`src/rtl/mfp_ahb_spi_pkg.sv`:
```
// Shared definitions for the mfp AHB-Lite SPI TX FIFO peripheral:
// bus encodings, register offsets, register bit positions and FSM states.
package mfp_ahb_spi_pkg;

   // AHB-Lite HTRANS idle encoding, matching the mfp_ahb_const.vh value
   localparam logic [1:0] HTRANS_IDLE = 2'b00;

   // Register word offsets selected by HADDR[3:2]
   localparam logic [1:0] REG_TXDATA = 2'd0;
   localparam logic [1:0] REG_STATUS = 2'd1;
   localparam logic [1:0] REG_CTRL   = 2'd2;
   localparam logic [1:0] REG_RSVD   = 2'd3;

   // STATUS bit positions
   localparam int STATUS_BUSY_BIT  = 0;
   localparam int STATUS_FULL_BIT  = 1;
   localparam int STATUS_EMPTY_BIT = 2;
   localparam int STATUS_OVF_BIT   = 3;
   localparam int STATUS_COUNT_LSB = 8;

   // CTRL bit positions
   localparam int CTRL_EN_BIT     = 0;
   localparam int CTRL_IRQ_EN_BIT = 1;
   localparam int CTRL_DIV_LSB    = 8;

   // Serialiser states
   typedef enum logic [1:0] {
      IDLE  = 2'd0,
      LOAD  = 2'd1,
      SHIFT = 2'd2,
      GAP   = 2'd3
   } spi_state_t;

endpackage

```
`src/rtl/mfp_ahb_spi_txfifo.sv`:
```
// Synchronous TX FIFO for the SPI peripheral. A push while full is dropped
// and reported on overflow; fullness is judged before any same-cycle pop.
module mfp_ahb_spi_txfifo #(
   parameter int DATA_W     = 16,
   parameter int FIFO_DEPTH = 8
) (
   input  logic                          HCLK,
   input  logic                          HRESETn,
   input  logic                          push,
   input  logic [DATA_W-1:0]             wdata,
   input  logic                          pop,
   output logic [DATA_W-1:0]             rdata,
   output logic                          full,
   output logic                          empty,
   output logic                          overflow,
   output logic [$clog2(FIFO_DEPTH):0]   count
);

   localparam int PTR_W = $clog2(FIFO_DEPTH);
   localparam int CNT_W = PTR_W + 1;

   logic [DATA_W-1:0] mem_q [FIFO_DEPTH];
   logic [PTR_W-1:0]  wr_ptr_q, wr_ptr_d;
   logic [PTR_W-1:0]  rd_ptr_q, rd_ptr_d;
   logic [CNT_W-1:0]  count_q, count_d;
   logic              push_ok;
   logic              pop_ok;

   assign full     = (count_q == CNT_W'(FIFO_DEPTH));
   assign empty    = (count_q == '0);
   assign push_ok  = push & ~full;
   assign pop_ok   = pop & ~empty;
   assign overflow = push & full;
   assign rdata    = mem_q[rd_ptr_q];
   assign count    = count_q;

   // Next pointers and occupancy; a push and pop together leave count alone
   always_comb begin
      wr_ptr_d = wr_ptr_q;
      rd_ptr_d = rd_ptr_q;
      count_d  = count_q;
      if (push_ok) begin
         wr_ptr_d = wr_ptr_q + PTR_W'(1);
      end
      if (pop_ok) begin
         rd_ptr_d = rd_ptr_q + PTR_W'(1);
      end
      case ({push_ok, pop_ok})
         2'b10:   count_d = count_q + CNT_W'(1);
         2'b01:   count_d = count_q - CNT_W'(1);
         default: count_d = count_q;
      endcase
   end

   // Pointer and count registers, flushed by reset
   always_ff @(posedge HCLK or negedge HRESETn) begin
      if (!HRESETn) begin
         wr_ptr_q <= '0;
         rd_ptr_q <= '0;
         count_q  <= '0;
      end else begin
         wr_ptr_q <= wr_ptr_d;
         rd_ptr_q <= rd_ptr_d;
         count_q  <= count_d;
      end
   end

   // Storage array; contents are don't-care until written
   always_ff @(posedge HCLK) begin
      if (push_ok) begin
         mem_q[wr_ptr_q] <= wdata;
      end
   end

endmodule

```
`src/rtl/mfp_ahb_spi_fifo.sv`:
```
// AHB-Lite SPI transmitter with TX FIFO, programmable SCLK divider and
// status/overflow reporting. Each queued word is sent MSB-first in SPI
// mode 0 on SCLK/MOSI/CS_N. The TX-done interrupt exists only when the
// SPI_TX_IRQ_EN macro is defined; otherwise IRQ is tied low and
// CTRL.IRQ_EN reads as zero.
module mfp_ahb_spi_fifo
   import mfp_ahb_spi_pkg::*;
#(
   parameter int DATA_W     = 16,
   parameter int FIFO_DEPTH = 8,
   parameter int DIV_W      = 8,
   parameter int DIV_RESET  = 49
) (
   input  logic        HCLK,
   input  logic        HRESETn,
   input  logic        HSEL,
   input  logic [1:0]  HTRANS,
   input  logic        HWRITE,
   input  logic [3:0]  HADDR,
   input  logic [31:0] HWDATA,
   output logic [31:0] HRDATA,
   output logic        SCLK,
   output logic        MOSI,
   output logic        CS_N,
   output logic        IRQ
);

   localparam int CNT_W  = $clog2(FIFO_DEPTH) + 1;
   localparam int BCNT_W = $clog2(DATA_W + 1);

   logic              dvalid_q, dvalid_d;
   logic              dwrite_q, dwrite_d;
   logic [1:0]        daddr_q, daddr_d;
   logic              en_q, en_d;
   logic [DIV_W-1:0]  div_q, div_d;
   logic              ovf_q, ovf_d;

   spi_state_t        state_q, state_d;
   logic              sclk_q, sclk_d;
   logic              mosi_q, mosi_d;
   logic              cs_n_q, cs_n_d;
   logic [DATA_W-1:0] shreg_q, shreg_d;
   logic [DIV_W-1:0]  hcnt_q, hcnt_d;
   logic [DIV_W-1:0]  fdiv_q, fdiv_d;
   logic [BCNT_W-1:0] bcnt_q, bcnt_d;

   logic              wr_commit;
   logic              txdata_wr;
   logic              status_wr;
   logic              ctrl_wr;
   logic              start;
   logic              do_load;
   logic              gap_exit;
   logic              busy;
   logic              irq_en;
   logic              fifo_pop;
   logic              fifo_full;
   logic              fifo_empty;
   logic              fifo_overflow;
   logic [DATA_W-1:0] fifo_rdata;
   logic [CNT_W-1:0]  fifo_count;
   logic              unused_inputs;

   assign unused_inputs = &{1'b0, HADDR[1:0], HWDATA};

   assign wr_commit = dvalid_q & dwrite_q;
   assign txdata_wr = wr_commit & (daddr_q == REG_TXDATA);
   assign status_wr = wr_commit & (daddr_q == REG_STATUS);
   assign ctrl_wr   = wr_commit & (daddr_q == REG_CTRL);
   assign start     = en_q & ~fifo_empty;
   assign busy      = (state_q != IDLE);

   assign SCLK = sclk_q;
   assign MOSI = mosi_q;
   assign CS_N = cs_n_q;

   mfp_ahb_spi_txfifo #(
      .DATA_W     (DATA_W),
      .FIFO_DEPTH (FIFO_DEPTH)
   ) u_txfifo (
      .HCLK     (HCLK),
      .HRESETn  (HRESETn),
      .push     (txdata_wr),
      .wdata    (HWDATA[DATA_W-1:0]),
      .pop      (fifo_pop),
      .rdata    (fifo_rdata),
      .full     (fifo_full),
      .empty    (fifo_empty),
      .overflow (fifo_overflow),
      .count    (fifo_count)
   );

   // Capture the address phase and update CTRL/OVF when the data phase commits
   always_comb begin
      dvalid_d = HSEL & (HTRANS != HTRANS_IDLE);
      dwrite_d = HWRITE;
      daddr_d  = HADDR[3:2];
      en_d     = en_q;
      div_d    = div_q;
      ovf_d    = ovf_q;
      if (ctrl_wr) begin
         en_d  = HWDATA[CTRL_EN_BIT];
         div_d = HWDATA[CTRL_DIV_LSB +: DIV_W];
      end
      if (status_wr && HWDATA[STATUS_OVF_BIT]) begin
         ovf_d = 1'b0;
      end
      if (fifo_overflow) begin
         ovf_d = 1'b1;
      end
   end

   // Bus pipeline and control registers
   always_ff @(posedge HCLK or negedge HRESETn) begin
      if (!HRESETn) begin
         dvalid_q <= 1'b0;
         dwrite_q <= 1'b0;
         daddr_q  <= 2'd0;
         en_q     <= 1'b1;
         div_q    <= DIV_W'(DIV_RESET);
         ovf_q    <= 1'b0;
      end else begin
         dvalid_q <= dvalid_d;
         dwrite_q <= dwrite_d;
         daddr_q  <= daddr_d;
         en_q     <= en_d;
         div_q    <= div_d;
         ovf_q    <= ovf_d;
      end
   end

   // Serialiser next state; a GAP that finds more work goes straight to LOAD
   always_comb begin
      state_d  = state_q;
      sclk_d   = sclk_q;
      mosi_d   = mosi_q;
      cs_n_d   = cs_n_q;
      shreg_d  = shreg_q;
      hcnt_d   = hcnt_q;
      fdiv_d   = fdiv_q;
      bcnt_d   = bcnt_q;
      fifo_pop = 1'b0;
      gap_exit = 1'b0;
      do_load  = 1'b0;
      case (state_q)
         IDLE: begin
            do_load = start;
         end
         LOAD: begin
            state_d = SHIFT;
         end
         SHIFT: begin
            if (hcnt_q == '0) begin
               hcnt_d = fdiv_q;
               sclk_d = ~sclk_q;
               if (!sclk_q) begin
                  bcnt_d = bcnt_q + BCNT_W'(1);
               end else if (bcnt_q == BCNT_W'(DATA_W)) begin
                  state_d = GAP;
                  sclk_d  = 1'b0;
                  cs_n_d  = 1'b1;
                  mosi_d  = 1'b0;
               end else begin
                  shreg_d = {shreg_q[DATA_W-2:0], 1'b0};
                  mosi_d  = shreg_q[DATA_W-2];
               end
            end else begin
               hcnt_d = hcnt_q - DIV_W'(1);
            end
         end
         GAP: begin
            if (hcnt_q == '0) begin
               if (start) begin
                  do_load = 1'b1;
               end else begin
                  state_d  = IDLE;
                  gap_exit = 1'b1;
               end
            end else begin
               hcnt_d = hcnt_q - DIV_W'(1);
            end
         end
         default: begin
            state_d = IDLE;
         end
      endcase
      if (do_load) begin
         state_d  = LOAD;
         fifo_pop = 1'b1;
         shreg_d  = fifo_rdata;
         mosi_d   = fifo_rdata[DATA_W-1];
         cs_n_d   = 1'b0;
         sclk_d   = 1'b0;
         hcnt_d   = div_q;
         fdiv_d   = div_q;
         bcnt_d   = '0;
      end
   end

   // Serialiser state and registered SPI outputs
   always_ff @(posedge HCLK or negedge HRESETn) begin
      if (!HRESETn) begin
         state_q <= IDLE;
         sclk_q  <= 1'b0;
         mosi_q  <= 1'b0;
         cs_n_q  <= 1'b1;
         shreg_q <= '0;
         hcnt_q  <= '0;
         fdiv_q  <= '0;
         bcnt_q  <= '0;
      end else begin
         state_q <= state_d;
         sclk_q  <= sclk_d;
         mosi_q  <= mosi_d;
         cs_n_q  <= cs_n_d;
         shreg_q <= shreg_d;
         hcnt_q  <= hcnt_d;
         fdiv_q  <= fdiv_d;
         bcnt_q  <= bcnt_d;
      end
   end

`ifdef SPI_TX_IRQ_EN
   logic irq_en_q, irq_en_d;
   logic gap_exit_q;
   logic irq_q, irq_d;

   assign irq_en = irq_en_q;
   assign IRQ    = irq_q;

   // Raise IRQ the cycle after the FIFO drains; a TXDATA write or IRQ_EN=0 drops it
   always_comb begin
      irq_en_d = irq_en_q;
      irq_d    = irq_q;
      if (ctrl_wr) begin
         irq_en_d = HWDATA[CTRL_IRQ_EN_BIT];
      end
      if (gap_exit_q && fifo_empty && irq_en_q) begin
         irq_d = 1'b1;
      end
      if (txdata_wr || !irq_en_q) begin
         irq_d = 1'b0;
      end
   end

   // Interrupt enable, end-of-frame marker and interrupt flag
   always_ff @(posedge HCLK or negedge HRESETn) begin
      if (!HRESETn) begin
         irq_en_q   <= 1'b0;
         gap_exit_q <= 1'b0;
         irq_q      <= 1'b0;
      end else begin
         irq_en_q   <= irq_en_d;
         gap_exit_q <= gap_exit;
         irq_q      <= irq_d;
      end
   end
`else
   logic unused_irq;

   assign unused_irq = gap_exit;
   assign irq_en     = 1'b0;
   assign IRQ        = 1'b0;
`endif

   // Read mux driven from the registered address; no wait states
   always_comb begin
      HRDATA = '0;
      case (daddr_q)
         REG_STATUS: begin
            HRDATA[STATUS_BUSY_BIT]         = busy;
            HRDATA[STATUS_FULL_BIT]         = fifo_full;
            HRDATA[STATUS_EMPTY_BIT]        = fifo_empty;
            HRDATA[STATUS_OVF_BIT]          = ovf_q;
            HRDATA[STATUS_COUNT_LSB +: 8]   = 8'(fifo_count);
         end
         REG_CTRL: begin
            HRDATA[CTRL_EN_BIT]             = en_q;
            HRDATA[CTRL_IRQ_EN_BIT]         = irq_en;
            HRDATA[CTRL_DIV_LSB +: DIV_W]   = div_q;
         end
         default: begin
            HRDATA = '0;
         end
      endcase
   end

endmodule

```
`config.mk`:
```
export PLATFORM = sky130hd
export DESIGN_NAME = mfp_ahb_spi_fifo
export DESIGN_NICKNAME = d
export VERILOG_FILES = /design/src/rtl/mfp_ahb_spi_pkg.sv /design/src/rtl/mfp_ahb_spi_txfifo.sv /design/src/rtl/mfp_ahb_spi_fifo.sv
export SDC_FILE = /design/constraint.sdc
export NUM_CORES = 1
export LEC_CHECK = 0
export ABC_CLOCK_PERIOD_IN_PS = 6500
export BUFFER_PORTS_ARGS = -buffer_cell sky130_fd_sc_hd__buf_2
export CORE_MARGIN = 8
export CORE_UTILIZATION = 64
export CTS_CLUSTER_SIZE = 10
export DETAILED_ROUTE_END_ITERATION = 6
export PLACE_DENSITY = 0.85
export SLEW_MARGIN = 20
export SYNTH_ARGS = -nofsm -noshare
export SYNTH_HDL_FRONTEND = slang
export SYNTH_SLANG_ARGS = --single-unit
```
`constraint.sdc`:
```
create_clock -name HCLK -period 6.5 [get_ports HCLK]
set_input_delay 0.975 -clock HCLK [delete_from_list [all_inputs] [get_ports HCLK]]
set_output_delay 0.975 -clock HCLK [all_outputs]
set_load 0.005 [all_outputs]
```
=== Yosys cells after proc, flatten, opt, wreduce, memory -nomap -nowiden ===
Memory sizes are Yosys's and may differ from the RTL's.
Cells that the tools add are included.

* Register bits: 65
* Memories kept: 1
* Output and inout port bits: 36
* Memory bits (writable): 128
* Bits of input ports: 42

{| class="wikitable"
|+ Memories
! name !! depth !! width !! read ports !! clocked after memory_dff !! write ports !! RTL line !! RTL
|-
| u_txfifo.mem_q || 8 || 16 || 1 || 0 || 1 || mfp_ahb_spi_txfifo.sv:22 || <nowiki>logic [DATA_W-1:0] mem_q [FIFO_DEPTH];</nowiki>
|}

* Bitwise logic cells: 12
* Mux-type cells: 47
* Eq/ne operators: 17
* Reduce and logical (&&, ||, !) cells: 22
* Add/sub/neg operators: 6

{| class="wikitable"
|+ Operators by type and width
! kind !! number
|-
| $mux 15 || 5
|-
| $pmux 8 s2 || 2
|-
| $mux 8 || 3
|-
| $mux 1 || 22
|-
| $mux 5 || 4
|-
| $ne 3x3->1 const B || 6
|-
| $reduce_bool 2->1 || 8
|-
| $mux 2 || 7
|-
| $and 1x1->1 || 9
|-
| $eq 2x2->1 const B || 4
|-
| $logic_not 8->1 || 1
|-
| $pmux 4 s2 || 1
|-
| $reduce_and 4->1 || 2
|-
| $sub 8x1->8 const B || 1
|-
| $add 3x1->3 const B || 2
|-
| $eq 2x1->1 const B || 3
|-
| $pmux 2 s3 || 1
|-
| $reduce_and 3->1 || 2
|-
| $reduce_and 6->1 || 1
|-
| $add 5x1->5 const B || 1
|-
| $eq 5x5->1 const B || 1
|-
| $add 4x1->4 const B || 1
|-
| $eq 4x4->1 const B || 1
|-
| $logic_not 2->1 || 2
|-
| 11 further kinds || 14
|}

=== Longest topological paths before layout ===
Gate-level depths: netlist of the first run.

* Word-level depth: 10
* Depth in mapped cells: 15

=== Hierarchy ===
Synthesis of the first run repeated with hierarchy kept, for this count alone.

* Cell total of the unflattened synthesis: 553
* Area total of the unflattened synthesis: 8667.1 um^2

{| class="wikitable"
|+ By module, submodules not included
! module !! times used !! cells an instance !! seq. area each (um^2) !! area each (um^2)
|-
| mfp_ahb_spi_txfifo || 1 || 254 || 4093.9 || 5560.3
|-
| mfp_ahb_spi_fifo || 1 || 299 || 1382.6 || 3106.7
|}

=== Worst setup path before layout of the first run ===
Ideal clock, no wire load.

* Path kind: flip-flop to flip-flop
* Start point: register hcnt_q[0]
* End point: register u_txfifo.count_q[2], in the netlist u_txfifo.count[2]
* Arrival: 2.635 ns
* Clock period less this slack: 2.761 ns
* Slack: 3.739 ns
* Library setup time: 0.127 ns
* Buffers on the path: 2
* Cell stages (with the launch flop): 16
* Cells stage by stage: dfrtp_1 inv_1 ha_1 nor4b_4 a31oi_1 nand2b_1 buf_6 inv_8 buf_2 ha_1 xor2_1 ha_1 a21oi_1 xor2_1 nor2_1 xor2_1

* Longest elaborated chain between the ends: 7

{| class="wikitable"
|+ Ends and longest elaborated chain
! item !! RTL line !! RTL
|-
| start, declared || mfp_ahb_spi_fifo.sv:43 || <nowiki>logic [DIV_W-1:0] hcnt_q, hcnt_d;</nowiki>
|-
| start signal, assigned || mfp_ahb_spi_fifo.sv:217 || <nowiki>hcnt_q <= hcnt_d;</nowiki>
|-
| $logic_not 8->1 (*) || mfp_ahb_spi_fifo.sv:172 || <nowiki>if (hcnt_q == '0) begin</nowiki>
|-
| $mux 1 (*) || mfp_ahb_spi_fifo.sv:172 ||
|-
| $pmux 1 s2 (*) || mfp_ahb_spi_fifo.sv:145 || <nowiki>case (state_q)</nowiki>
|-
| $mux 1 (*) || mfp_ahb_spi_fifo.sv:187 || <nowiki>if (do_load) begin</nowiki>
|-
| $and 1x1->1 (*) || mfp_ahb_spi_txfifo.sv:32 || <nowiki>assign pop_ok = pop & ~empty;</nowiki>
|-
| named net u_txfifo.pop_ok || mfp_ahb_spi_txfifo.sv:27 || <nowiki>logic pop_ok;</nowiki>
|-
| $eq 2x1->1 / $eq 2x2->1 (equally long branches) || mfp_ahb_spi_txfifo.sv:48 || <nowiki>case ({push_ok, pop_ok})</nowiki>
|-
| $pmux 4 s2 / $reduce_bool 2->1 (equally long branches) || n/a ||
|-
| end signal, assigned || mfp_ahb_spi_txfifo.sv:64 || <nowiki>count_q <= count_d;</nowiki>
|-
| end, declared || mfp_ahb_spi_txfifo.sv:25 || <nowiki>logic [CNT_W-1:0] count_q, count_d;</nowiki>
|}

The timed path passes the listed nets; every way through them passes the cells marked *.
A chain may end at the register's enable or synchronous reset.

=== Worst setup path in the final report of the first run ===
* Start point: register hcnt_q[0]
* End point: register u_txfifo.count_q[2], in the netlist u_txfifo.count[2]

* Longest elaborated chain between the ends: 7

{| class="wikitable"
|+ Ends and longest elaborated chain
! item !! RTL line
|-
| $logic_not 8->1 (*) || mfp_ahb_spi_fifo.sv:172
|-
| $mux 1 (*) || mfp_ahb_spi_fifo.sv:172
|-
| $pmux 1 s2 (*) || mfp_ahb_spi_fifo.sv:145
|-
| $mux 1 (*) || mfp_ahb_spi_fifo.sv:187
|-
| $and 1x1->1 (*) || mfp_ahb_spi_txfifo.sv:32
|-
| $eq 2x1->1 / $eq 2x2->1 (equally long branches) || mfp_ahb_spi_txfifo.sv:48
|-
| $pmux 4 s2 / $reduce_bool 2->1 (equally long branches) || n/a
|}

Every way passes the cells marked *; elsewhere a longest branch is shown, timed or not.

==> results.ini, run 1 <==
[run_status]
run_status=complete, no violations

[clocking]
clockRootBuffer=sky130_fd_sc_hd__clkbuf_16
cts.path.max_buffers=2
cts_tree=done
cts.hold.buffers_added=0
tritoncts.num_buffers=17
clkLatencyLatePin_ns=0.44
depth_of_the_cts_h_tree=4
cts.reportedPaths.clkPinSlew_ns=0.07
cts_post_setup_buffers_inserted=0
cts_resized=0
tritoncts_num_sinks=193

[timing]
timing.setup.tns_ns=0
worst-slew-pin-transition_ns=1.04
max_slew_margin=0.303
grt_setup_unrepaired=no
timing.final.hold_violations=0
fin_hold_ws_ns=0.483
max_clock_freq_mhz=316
finalMaxSlewViolations=0
finClkSkew_ns=0.0143
period_share=0.487
setup_viol_count_final=0
period_minus_slack_ns=3.16

[setup_path]
crit_path_cell_trace=inv_1 -> ha_1 -> nor4b_4 -> a31oi_1 -> nand2b_1 -> inv_8 -> ha_1 -> xor2_1 -> ha_1 -> a21oi_1 -> xor2_1 -> nor2_1 -> xor2_1
critical-path-slowest-cell=sky130_fd_sc_hd__dfrtp_1
path_max_fanout=28
crit_arrival_ns=3.48
critical_path_buf_inv_count=2
startpoint_type=flop
cp_top_family=simple AND/OR/NAND/NOR gates
slowest_delay_ns=0.47
crit_type=reg2reg
critical_path.endpoint_type=flop
cp.required_ns=6.81

[synth]
synth_area_per_cell_um2=14.6
yosysMostFrequentCell=sky130_fd_sc_hd__edfxtp_1
netlist_instances=578
synth-main-ff-cell=sky130_fd_sc_hd__edfxtp_1
synth_edf_count=128
ys_seq_elements=193
syn-cell-area_mm2=0.00845
yosys-top-cells-area=sky130_fd_sc_hd__edfxtp_1 45%, sky130_fd_sc_hd__dfrtp_1 18%, sky130_fd_sc_hd__mux4_2 8.5%, sky130_fd_sc_hd__nand2_1 3.3%, sky130_fd_sc_hd__ha_1 2.4%
synth_top_cell_by_area=sky130_fd_sc_hd__edfxtp_1
post_synth_num_cell_types=59
synth_sequential_area_ratio=0.648
post_synth_most_frequent_cells=128 x sky130_fd_sc_hd__edfxtp_1, 74 x sky130_fd_sc_hd__nand2_1, 60 x sky130_fd_sc_hd__dfrtp_1
async_reset_ff_frac=0.337
yosys_warnings=0
post-synth-top-area-fraction=0.455

[floorplanning]
ios=78
std_cell_rows=42
initial_utilization=0.646
die-area_mm2=0.0171
die_h_um=131
floorplan.die.width_um=131
core_area_mm2=0.0131

[drt]
drtIter0Drc=433
number_of_vias_per_cell=6.24
routed_wire_length_per_instance_um=21.6
detailedRoute.firstPassIterationCount=5
detail_route.wirelength_um=17400
drt_drc_violations_left=0
antenna_violating_nets_post_route=0
vias_after_detailed_routing=5044

[power]
switchingPower_mw=1.24
p_clk_frac=0.283
design_internal_power_mw=2.56
share_comb_of_total_power=0.281
leakagePower_nw=3.56
p_seq_frac=0.436
worst_ir_drop_vdd_mv=0.301
powerDensity_mw_per_mm2=406
swShare=0.326
report.power.total_mw=3.80

[cells_and_area]
antennaDiodeCount=0
syn_to_final_growth_pct=10.8
drive_above_1_share=0.231
nNetsFinal=677
postLayoutCellArea_mm2=0.00937

[placement]
placer_congestion_estimate=0.853
detailed_placer_s_ending_hpwl_um=9910
place_area_mm2=0.00874
buffer_ports.inserted=38

[worst_hold_path]
hp_class=reg2reg

[job]
maxCapViolCount=0

[grt]
pin_count_of_the_biggest_net_entering_global_routing=66
overflow=0
number_of_global_route_vias_before_repair=5018
grt_usage=0.216
grt_pass1_wl_um=27100
number_of_antenna_violations_at_the_first_check_in_global_routing=0

[tightest hold or removal path, stage by stage (launching register included)]
cell and delay [ns]:
sky130_fd_sc_hd__dfrtp_1 0.34, sky130_fd_sc_hd__nand2_1 0.05, sky130_fd_sc_hd__nand2_1 0.06
[routing by layer]
metal  share of wire  vias to the layer above  global-route usage
li1                -                     2211                   -
met2            0.51                      269               0.353
met4           0.015                        0              0.0898
met5               0                        -                   0
met1            0.39                     2533               0.277
met3           0.085                       31              0.0487
[sequential cells by signal, indices dropped and copies added, names as in the netlist, 2 cells and up]
register,count
shreg_q,15
u_txfifo.wr_ptr_q,3
daddr_q,2
div_q,8
u_txfifo.mem_q,128
hcnt_q,8
state_q,2
fdiv_q,8
u_txfifo.count,4
u_txfifo.rd_ptr_q,3
bcnt_q,5
[stage by stage]
step                 util  instances  worst slack, ns
floorplan               -        598             3.74
global placement    0.668        775             3.59
detailed placement  0.668        775             3.43
CTS                 0.715        807             3.34
global route        0.716        808             3.12
finish              0.716        808             3.34
[cell type report]
type / count / area, um2
well taps: 176 / 220
clock buffers: 17 / 425
inverters: 11 / 48.8
repair buffers: 50 / 288
multi-input cells: 346 / 2720
fillers: 773 / 3720
flip-flops and latches: 193 / 5480
clock inverters: 15 / 184
[final timing paths]
| kind | startpoint | endpoint | slack (ns) | cells past startpoint |
|---|---|---|---|---|
| worst max-delay path | hcnt_q[0]$_DFFE_PN0P_ | u_txfifo.count[2]$_DFFE_PN0P_ | 3.34 | 13 |
| worst min-delay path | fdiv_q[4]$_DFFE_PN0N_ | fdiv_q[4]$_DFFE_PN0N_ | 0.48 | 2 |
| worst max register to register | hcnt_q[0]$_DFFE_PN0P_ | u_txfifo.count[2]$_DFFE_PN0P_ | 3.34 | 13 |
| worst min register to register | fdiv_q[4]$_DFFE_PN0N_ | fdiv_q[4]$_DFFE_PN0N_ | 0.48 | 2 |
| max in group asynchronous | HRESETn | u_txfifo.rd_ptr_q[0]$_DFFE_PN0P_ | 5.17 | 2 |
| min in group asynchronous | HRESETn | u_txfifo.wr_ptr_q[0]$_DFFE_PN0P_ | 0.73 | 2 |
[cell families (layout without fill, tap and decap cells)]
family	Yosys count	after routing	share of synthesized area
muxes	46	46	0.103
adders and majority gates	16	16	0.0237
and+or+nand+nor	177	177	0.110
buffers and inverters	59	93	0.0414
AOI/OAI and AO/OA	72	72	0.0589
xor gates and xnor gates	14	14	0.0145
other	1	21	0.000444
DFF	193	193	0.648
[power groups by stage]
stage,clock network [mW],registers (mW),logic (mW)
3_3_place_gp,0,1.66,1.00
4_1_cts,1.09,1.65,1.07
6_report,1.07,1.66,1.07
2_1_floorplan,0,1.61,0.874
5_1_grt,1.13,1.67,1.18
3_5_place_dp,0,1.67,1.04
[placed cells by master, fill, tap and decap left out, drive strengths merged, types with 5 or more instances in the layout]
| master | netlist | layout |
|---|---|---|
| edfxtp | 128 | 128 |
| nand2 | 74 | 74 |
| dfrtp | 60 | 60 |
| buf | 37 | 50 |
| mux4 | 32 | 32 |
| nor2 | 25 | 25 |
| conb | 1 | 21 |
| nor2b | 21 | 21 |
| inv | 11 | 20 |
| a211oi | 19 | 19 |
| a31oi | 17 | 17 |
| clkbuf | 11 | 17 |
| ha | 16 | 16 |
| nand3 | 13 | 13 |
| mux2 | 11 | 11 |
| xor2 | 9 | 9 |
| nor3 | 8 | 8 |
| nand2b | 7 | 7 |
| o21ai | 7 | 7 |
| a21oi | 6 | 6 |
| dfstp | 5 | 5 |
| a22oi | 5 | 5 |
| and3 | 5 | 5 |
| xnor2 | 5 | 5 |
| or3 | 5 | 5 |
| nand4 | 5 | 5 |
No activity file was read; power rests on OpenSTA's default activity.
==> run 2, diff against run 1 <==
--- a/config.mk
+++ b/config.mk
@@ -5,13 +5,13 @@
 export SDC_FILE = /design/constraint.sdc
 export NUM_CORES = 1
 export LEC_CHECK = 0
-export ABC_CLOCK_PERIOD_IN_PS = 6500
+export ABC_CLOCK_PERIOD_IN_PS = 2780
 export BUFFER_PORTS_ARGS = -buffer_cell sky130_fd_sc_hd__buf_2
 export CORE_MARGIN = 8
-export CORE_UTILIZATION = 64
+export CORE_UTILIZATION = 53
 export CTS_CLUSTER_SIZE = 10
 export DETAILED_ROUTE_END_ITERATION = 6
-export PLACE_DENSITY = 0.85
+export PLACE_DENSITY = 0.75
 export SLEW_MARGIN = 20
 export SYNTH_ARGS = -nofsm -noshare
 export SYNTH_HDL_FRONTEND = slang
==> constraint.sdc (replaced) <==
create_clock -name HCLK -period 2.78 [get_ports HCLK]
set_input_delay 0.417 -clock HCLK [delete_from_list [all_inputs] [get_ports HCLK]]
set_output_delay 0.417 -clock HCLK [all_outputs]
set_load 0.005 [all_outputs]
==> run 2 against run 1 <==
Via count decreased by 2.5%. The run now ends with negative hold slack left. Setup slack got worse by 3.1 ns. Critical path type unchanged. Cell area increased by 2.1%.
==> results.ini, run 2 (synthesis gave the netlist of run 1 again) <==
[timing]
fin_hold_ws_ns=-0.00581
timing.final.hold_violations=3
period_share=0.911
period_minus_slack_ns=2.53
finalMaxSlewViolations=0
finClkSkew_ns=0.0139
max_clock_freq_mhz=395
max_slew_margin=0.546
timing.setup.tns_ns=0
grt_setup_unrepaired=no
worst-slew-pin-transition_ns=0.681
setup_viol_count_final=0

[floorplanning]
ios=78
floorplan.die.width_um=142
std_cell_rows=46
core_area_mm2=0.0157
die_h_um=142
initial_utilization=0.538
die-area_mm2=0.0202

[power]
leakagePower_nw=3.65
report.power.total_mw=9.12
worst_ir_drop_vdd_mv=0.462
powerDensity_mw_per_mm2=953

[setup_path]
crit-reg2reg-capture=u_txfifo.count[3]$_DFFE_PN0P_
worstSetupStartpoint=state_q[0]$_DFFE_PN0P_
register_to_register_path_depth=11
worst_r2r_startpoint=state_q[0]$_DFFE_PN0P_
startpoint_type=flop
path_max_fanout=5
slack_of_the_worst_reg_to_reg_path_ns=0.25
crit_type=reg2reg
cp.required_ns=3.13
critical_path.endpoint_type=flop
crit_arrival_ns=2.88
timing.critical_path.to=u_txfifo.count[3]$_DFFE_PN0P_

[grt]
overflow=0
grt_usage=0.179
pin_count_of_the_biggest_net_entering_global_routing=66
number_of_global_route_vias_before_repair=5168
number_of_antenna_violations_at_the_first_check_in_global_routing=0
grt_pass1_wl_um=27600

[clocking]
clockRootBuffer=sky130_fd_sc_hd__clkbuf_16
depth_of_the_cts_h_tree=4
tritoncts_num_sinks=193
cts.path.max_buffers=2
cts.hold.buffers_added=0
clkLatencyLatePin_ns=0.44
cts_tree=done
tritoncts.num_buffers=17
cts.reportedPaths.clkPinSlew_ns=0.07

[cells_and_area]
most_frequent_standard_cell_in_the_layout_excluding_fill_and_tap_cells=sky130_fd_sc_hd__edfxtp_1
layout.core_utilization=0.609
mostFrequentLayoutCells=128 x sky130_fd_sc_hd__edfxtp_1, 74 x sky130_fd_sc_hd__nand2_1, 59 x sky130_fd_sc_hd__dfrtp_1
antennaDiodeCount=0
regMostFlops=u_txfifo.mem_q
nNetsFinal=691
largest_register_ff_count=128
biggestRegsByFlops=u_txfifo.mem_q: 128 flops, shreg_q: 15 flops
syn_to_final_growth_pct=13.1
drive_above_1_share=0.251

[job]
maxCapViolCount=0

[drt]
routed_wire_length_per_instance_um=19.7
vias_after_detailed_routing=4917
drtIter0Drc=389
detailedRoute.firstPassIterationCount=7
number_of_vias_per_cell=5.70
antenna_violating_nets_post_route=0
drt_drc_violations_left=0
detail_route.wirelength_um=17000

[worst_hold_path]
hp_class=in2async

[placement]
buffer_ports.inserted=38
detailed_placer_s_ending_hpwl_um=10800
placer_congestion_estimate=0.874

[run_status]
run_status=finished with violations
failing_checks=negative hold slack

==> run 2: cell count changes in the layout (fill, tap and decap cells not counted), sizes merged <==
cell    delta
bufinv     +2
clkbuf     +1
inv        -3
buf       +14
==> run 2: worst max-delay path, stage by stage, from the launching register on <==
cell	delay, ns
sky130_fd_sc_hd__dfrtp_1	0.41
sky130_fd_sc_hd__inv_1	0.11
sky130_fd_sc_hd__ha_1	0.32
sky130_fd_sc_hd__nor2b_2	0.17
sky130_fd_sc_hd__and2_1	0.19
sky130_fd_sc_hd__nand2b_2	0.13
sky130_fd_sc_hd__inv_8	0.08
sky130_fd_sc_hd__ha_2	0.22
sky130_fd_sc_hd__nor4bb_1	0.29
sky130_fd_sc_hd__a211oi_1	0.09
sky130_fd_sc_hd__a211oi_1	0.26
sky130_fd_sc_hd__xor2_1	0.18
==> run 2: repair_timing <==
item / in CTS / in global routing
endpoints found under the setup margin: 0 / 2
endpoints found under the hold margin: 0 / 0
buffers inserted: 0 / 0
gates resized for setup: 0 / 3
==> run 2: worst min path at each step <==
stage	start	endpoint	slack (ns)
final	HRESETn	u_txfifo.count[3]$_DFFE_PN0P_	-0.006
after global routing	HRESETn	daddr_q[0]$_DFF_PN0_	0.03
after global placement	ovf_q$_DFFE_PN0P_	ovf_q$_DFFE_PN0P_	0.45
after CTS	HRESETn	daddr_q[0]$_DFF_PN0_	0.01
after detailed placement	ovf_q$_DFFE_PN0P_	ovf_q$_DFFE_PN0P_	0.46
after floorplan	HRESETn	MOSI$_DFFE_PN0P_	0.12
==> run 2: metal layers <==
| metal | part of all wire | wire length, um | global-route usage | vias up |
|---|---|---|---|---|
| met2 | 0.51 | 8720 | 0.312 | 158 |
| met4 | 0.016 | 266 | 0.0582 | 0 |
| met5 | 0 | 0 | 0 | - |
| li1 | - | - | - | 2232 |
| met3 | 0.059 | 1010 | 0.0423 | 20 |
| met1 | 0.41 | 6990 | 0.216 | 2507 |
==> run 2: metrics by stage <==
stage	setup WS [ns]	area (um2)	std cells
2_1_floorplan	0.0188	8530	598
5_1_grt	0.0151	9560	862
3_3_place_gp	0.172	8910	830
4_1_cts	0.107	9550	862
3_5_place_dp	0.121	8910	830
6_report	0.247	9560	862
==> run 2: final cells by class <==
cell class	count	area, um2
flip-flops and latches	193	5480
multi-input cells	346	2720
inverters	11	48.8
well taps	216	270
clock buffers	18	429
fillers	1143	6150
clock inverters	14	219
repair buffers	64	398
==> run 2: power breakdown <==
| part | switching, mW | internal (mW) |
|---|---|---|
| Clock | 1.09 | 1.54 |
| Sequential | 0.370 | 3.48 |
| Combinational | 1.38 | 1.25 |
| Total | 2.85 | 6.27 |
==> run 3, diff against run 2 <==
--- a/config.mk
+++ b/config.mk
@@ -7,11 +7,14 @@
 export LEC_CHECK = 0
 export ABC_CLOCK_PERIOD_IN_PS = 2780
 export BUFFER_PORTS_ARGS = -buffer_cell sky130_fd_sc_hd__buf_2
+export CELL_PAD_IN_SITES_DETAIL_PLACEMENT = 0
+export CELL_PAD_IN_SITES_GLOBAL_PLACEMENT = 1
 export CORE_MARGIN = 8
-export CORE_UTILIZATION = 53
+export CORE_UTILIZATION = 45
 export CTS_CLUSTER_SIZE = 10
 export DETAILED_ROUTE_END_ITERATION = 6
-export PLACE_DENSITY = 0.75
+export MAX_ROUTING_LAYER = met4
+export PLACE_DENSITY_LB_ADDON = 0.1
 export SLEW_MARGIN = 20
 export SYNTH_ARGS = -nofsm -noshare
 export SYNTH_HDL_FRONTEND = slang
==> run 3 against run 2 <==
The run still ends with negative hold slack left. Final cell count is 2.3% higher. Utilization is 9.4 points lower. Global-route usage is 1.7 points lower. Count of clock-buffer cells in the layout is 1 lower. Worst hold slack better by 0.0014 ns. Register-to-register slack worse by 0.02 ns. Critical path depth stayed put. First-iteration DRC count is 23% lower. Clock power is 8.7% lower. Die area is 16% higher. Combinational power is 3% higher. Clock skew is 0.00067 ns higher. Critical path type unchanged. Critical endpoint is now u_txfifo.count[2]$_DFFE_PN0P_. Largest power group unchanged.
==> results.ini, run 3 (synthesis gave the netlist of run 1 again) <==
[floorplanning]
core_area_mm2=0.0186
initial_utilization=0.455
floorplan.die.width_um=153
die_h_um=153
std_cell_rows=50
ios=78
die-area_mm2=0.0234

[setup_path]
worstSetupStartpoint=u_txfifo.count[0]$_DFFE_PN0P_
crit_top_cell=sky130_fd_sc_hd__xor2_1
crit_arrival_ns=2.87
cp_top_family=simple AND/OR/NAND/NOR gates
slowest_delay_ns=0.58
critical_path_buf_inv_count=1
cp.required_ns=3.10
crit_type=reg2reg
crit_path_cell_trace=or4_4 -> and2_1 -> nand2b_1 -> inv_8 -> ha_2 -> xor2_1 -> ha_1 -> a21oi_1 -> xor2_1 -> nor2_1 -> xor2_1
startpoint_type=flop
path_max_fanout=5
worst_r2r_startpoint=u_txfifo.count[0]$_DFFE_PN0P_
critical_path.endpoint_type=flop
critical-path-slowest-cell=sky130_fd_sc_hd__or4_4

[run_status]
run_status=finished with violations
failing_checks=negative hold slack

[cells_and_area]
stdcell_count=882
layout.core_utilization=0.515
most_frequent_standard_cell_in_the_layout_excluding_fill_and_tap_cells=sky130_fd_sc_hd__edfxtp_1
syn_to_final_growth_pct=13.1
mostFrequentLayoutCells=128 x sky130_fd_sc_hd__edfxtp_1, 74 x sky130_fd_sc_hd__nand2_1, 59 x sky130_fd_sc_hd__dfrtp_1
postLayoutCellArea_mm2=0.00956
drive_above_1_share=0.253
largest_register_ff_count=128
regMostFlops=u_txfifo.mem_q
biggestRegsByFlops=u_txfifo.mem_q: 128 flops, shreg_q: 15 flops
nNetsFinal=692

[clocking]
cts.path.max_buffers=2
cts_tree=done
clkLatencyLatePin_ns=0.43
cts.reportedPaths.clkPinSlew_ns=0.07
depth_of_the_cts_h_tree=4
cts.hold.buffers_added=0
tritoncts.num_buffers=17
tritoncts_num_sinks=193
cts_post_setup_buffers_inserted=0
cts_resized=0
clockRootBuffer=sky130_fd_sc_hd__clkbuf_16

[timing]
setup_viol_count_final=0
timing.setup.tns_ns=0
max_slew_margin=0.585
period_minus_slack_ns=2.56
timing.final.hold_violations=3
grt_setup_unrepaired=no
period_share=0.920
finalMaxSlewViolations=0
worst-slew-pin-transition_ns=0.622
max_clock_freq_mhz=391
finClkSkew_ns=0.0146
fin_hold_ws_ns=-0.00440

[grt]
grt_usage=0.162
grt_pass1_wl_um=28500
overflow=0
number_of_antenna_violations_at_the_first_check_in_global_routing=1
number_of_global_route_vias_before_repair=5150
pin_count_of_the_biggest_net_entering_global_routing=42

[drt]
drt_drc_violations_left=0
vias_after_detailed_routing=4840
number_of_vias_per_cell=5.49
detail_route.wirelength_um=17500
drtIter0Drc=298
routed_wire_length_per_instance_um=19.8
antenna_violating_nets_post_route=0
detailedRoute.firstPassIterationCount=5

[power]
worst_ir_drop_vdd_mv=0.497
leakagePower_nw=3.62
powerDensity_mw_per_mm2=932

[placement]
detailed_placer_s_ending_hpwl_um=11100
placer_congestion_estimate=0.858
buffer_ports.inserted=38
dp.cells=849
place_area_mm2=0.00894

[worst_hold_path]
hp_class=in2async

[job]
maxCapViolCount=0

## run 3: power breakdown
part           total [mW]  leakage [nW]  internal (mW)  switching (mW)
Clock                2.41         0.291           1.22            1.19
Combinational        2.71          1.40           1.27            1.43
Sequential           3.80          1.93           3.47           0.321
Total                8.91          3.62           5.97            2.94
## run 3: per-stage QoR
stage | setup slack [ns] | power (mW) | hold WS [ns]
3_5_place_dp | 0.0932 | 6.57 | 0.459
2_1_floorplan | 0.0188 | 5.82 | 0.121
5_1_grt | 0.0269 | 9.46 | 0.0343
6_report | 0.223 | 8.91 | -0.00440
3_3_place_gp | 0.195 | 6.50 | 0.452
4_1_cts | 0.0650 | 9.00 | 0.00640
## run 3: area by class of cell
cell class                      instances  area (um2)
Clock inverter                         15         183
Sequential cell                       193        5480
Multi-Input combinational cell        346        2730
Antenna cell                            1        2.50
Tap cell                              234         293
Timing Repair Buffer                   65         405
Inverter                               11        48.8
Fill cell                            1572        9020
Clock buffer                           17         425
## run 3: final timing paths
| check | to | cells past startpoint | slack, ns |
|---|---|---|---|
| worst max-delay path | u_txfifo.count[2]$_DFFE_PN0P_ | 11 | 0.22 |
| worst min-delay path | bcnt_q[1]$_DFFE_PN0P_ | 1 | -0.004 |
| worst max register to register | u_txfifo.count[2]$_DFFE_PN0P_ | 11 | 0.22 |
| worst min register to register | fdiv_q[6]$_DFFE_PN0N_ | 2 | 0.47 |
| max in group asynchronous | div_q[5]$_DFFE_PN1P_ | 2 | 1.96 |
| min in group HCLK | daddr_q[1]$_DFF_PN0_ | 1 | 0.09 |
## run 3: worst register-to-register path, stage by stage (launching register included)
cell and delay (ns):
sky130_fd_sc_hd__dfrtp_1 0.38, sky130_fd_sc_hd__or4_4 0.58, sky130_fd_sc_hd__and2_1 0.18, sky130_fd_sc_hd__nand2b_1 0.21, sky130_fd_sc_hd__inv_8 0.05, sky130_fd_sc_hd__ha_2 0.22, sky130_fd_sc_hd__xor2_1 0.15, sky130_fd_sc_hd__ha_1 0.18
sky130_fd_sc_hd__a21oi_1 0.15, sky130_fd_sc_hd__xor2_1 0.17, sky130_fd_sc_hd__nor2_1 0.07, sky130_fd_sc_hd__xor2_1 0.14
## run 3: layer usage
| layer | part of all wire | vias to the layer above | global-route usage |
|---|---|---|---|
| met5 | 0 | - | - |
| met4 | 0.014 | 0 | 0.0523 |
| met3 | 0.048 | 17 | 0.0347 |
| met2 | 0.48 | 124 | 0.256 |
| met1 | 0.46 | 2454 | 0.207 |
| li1 | - | 2245 | - |
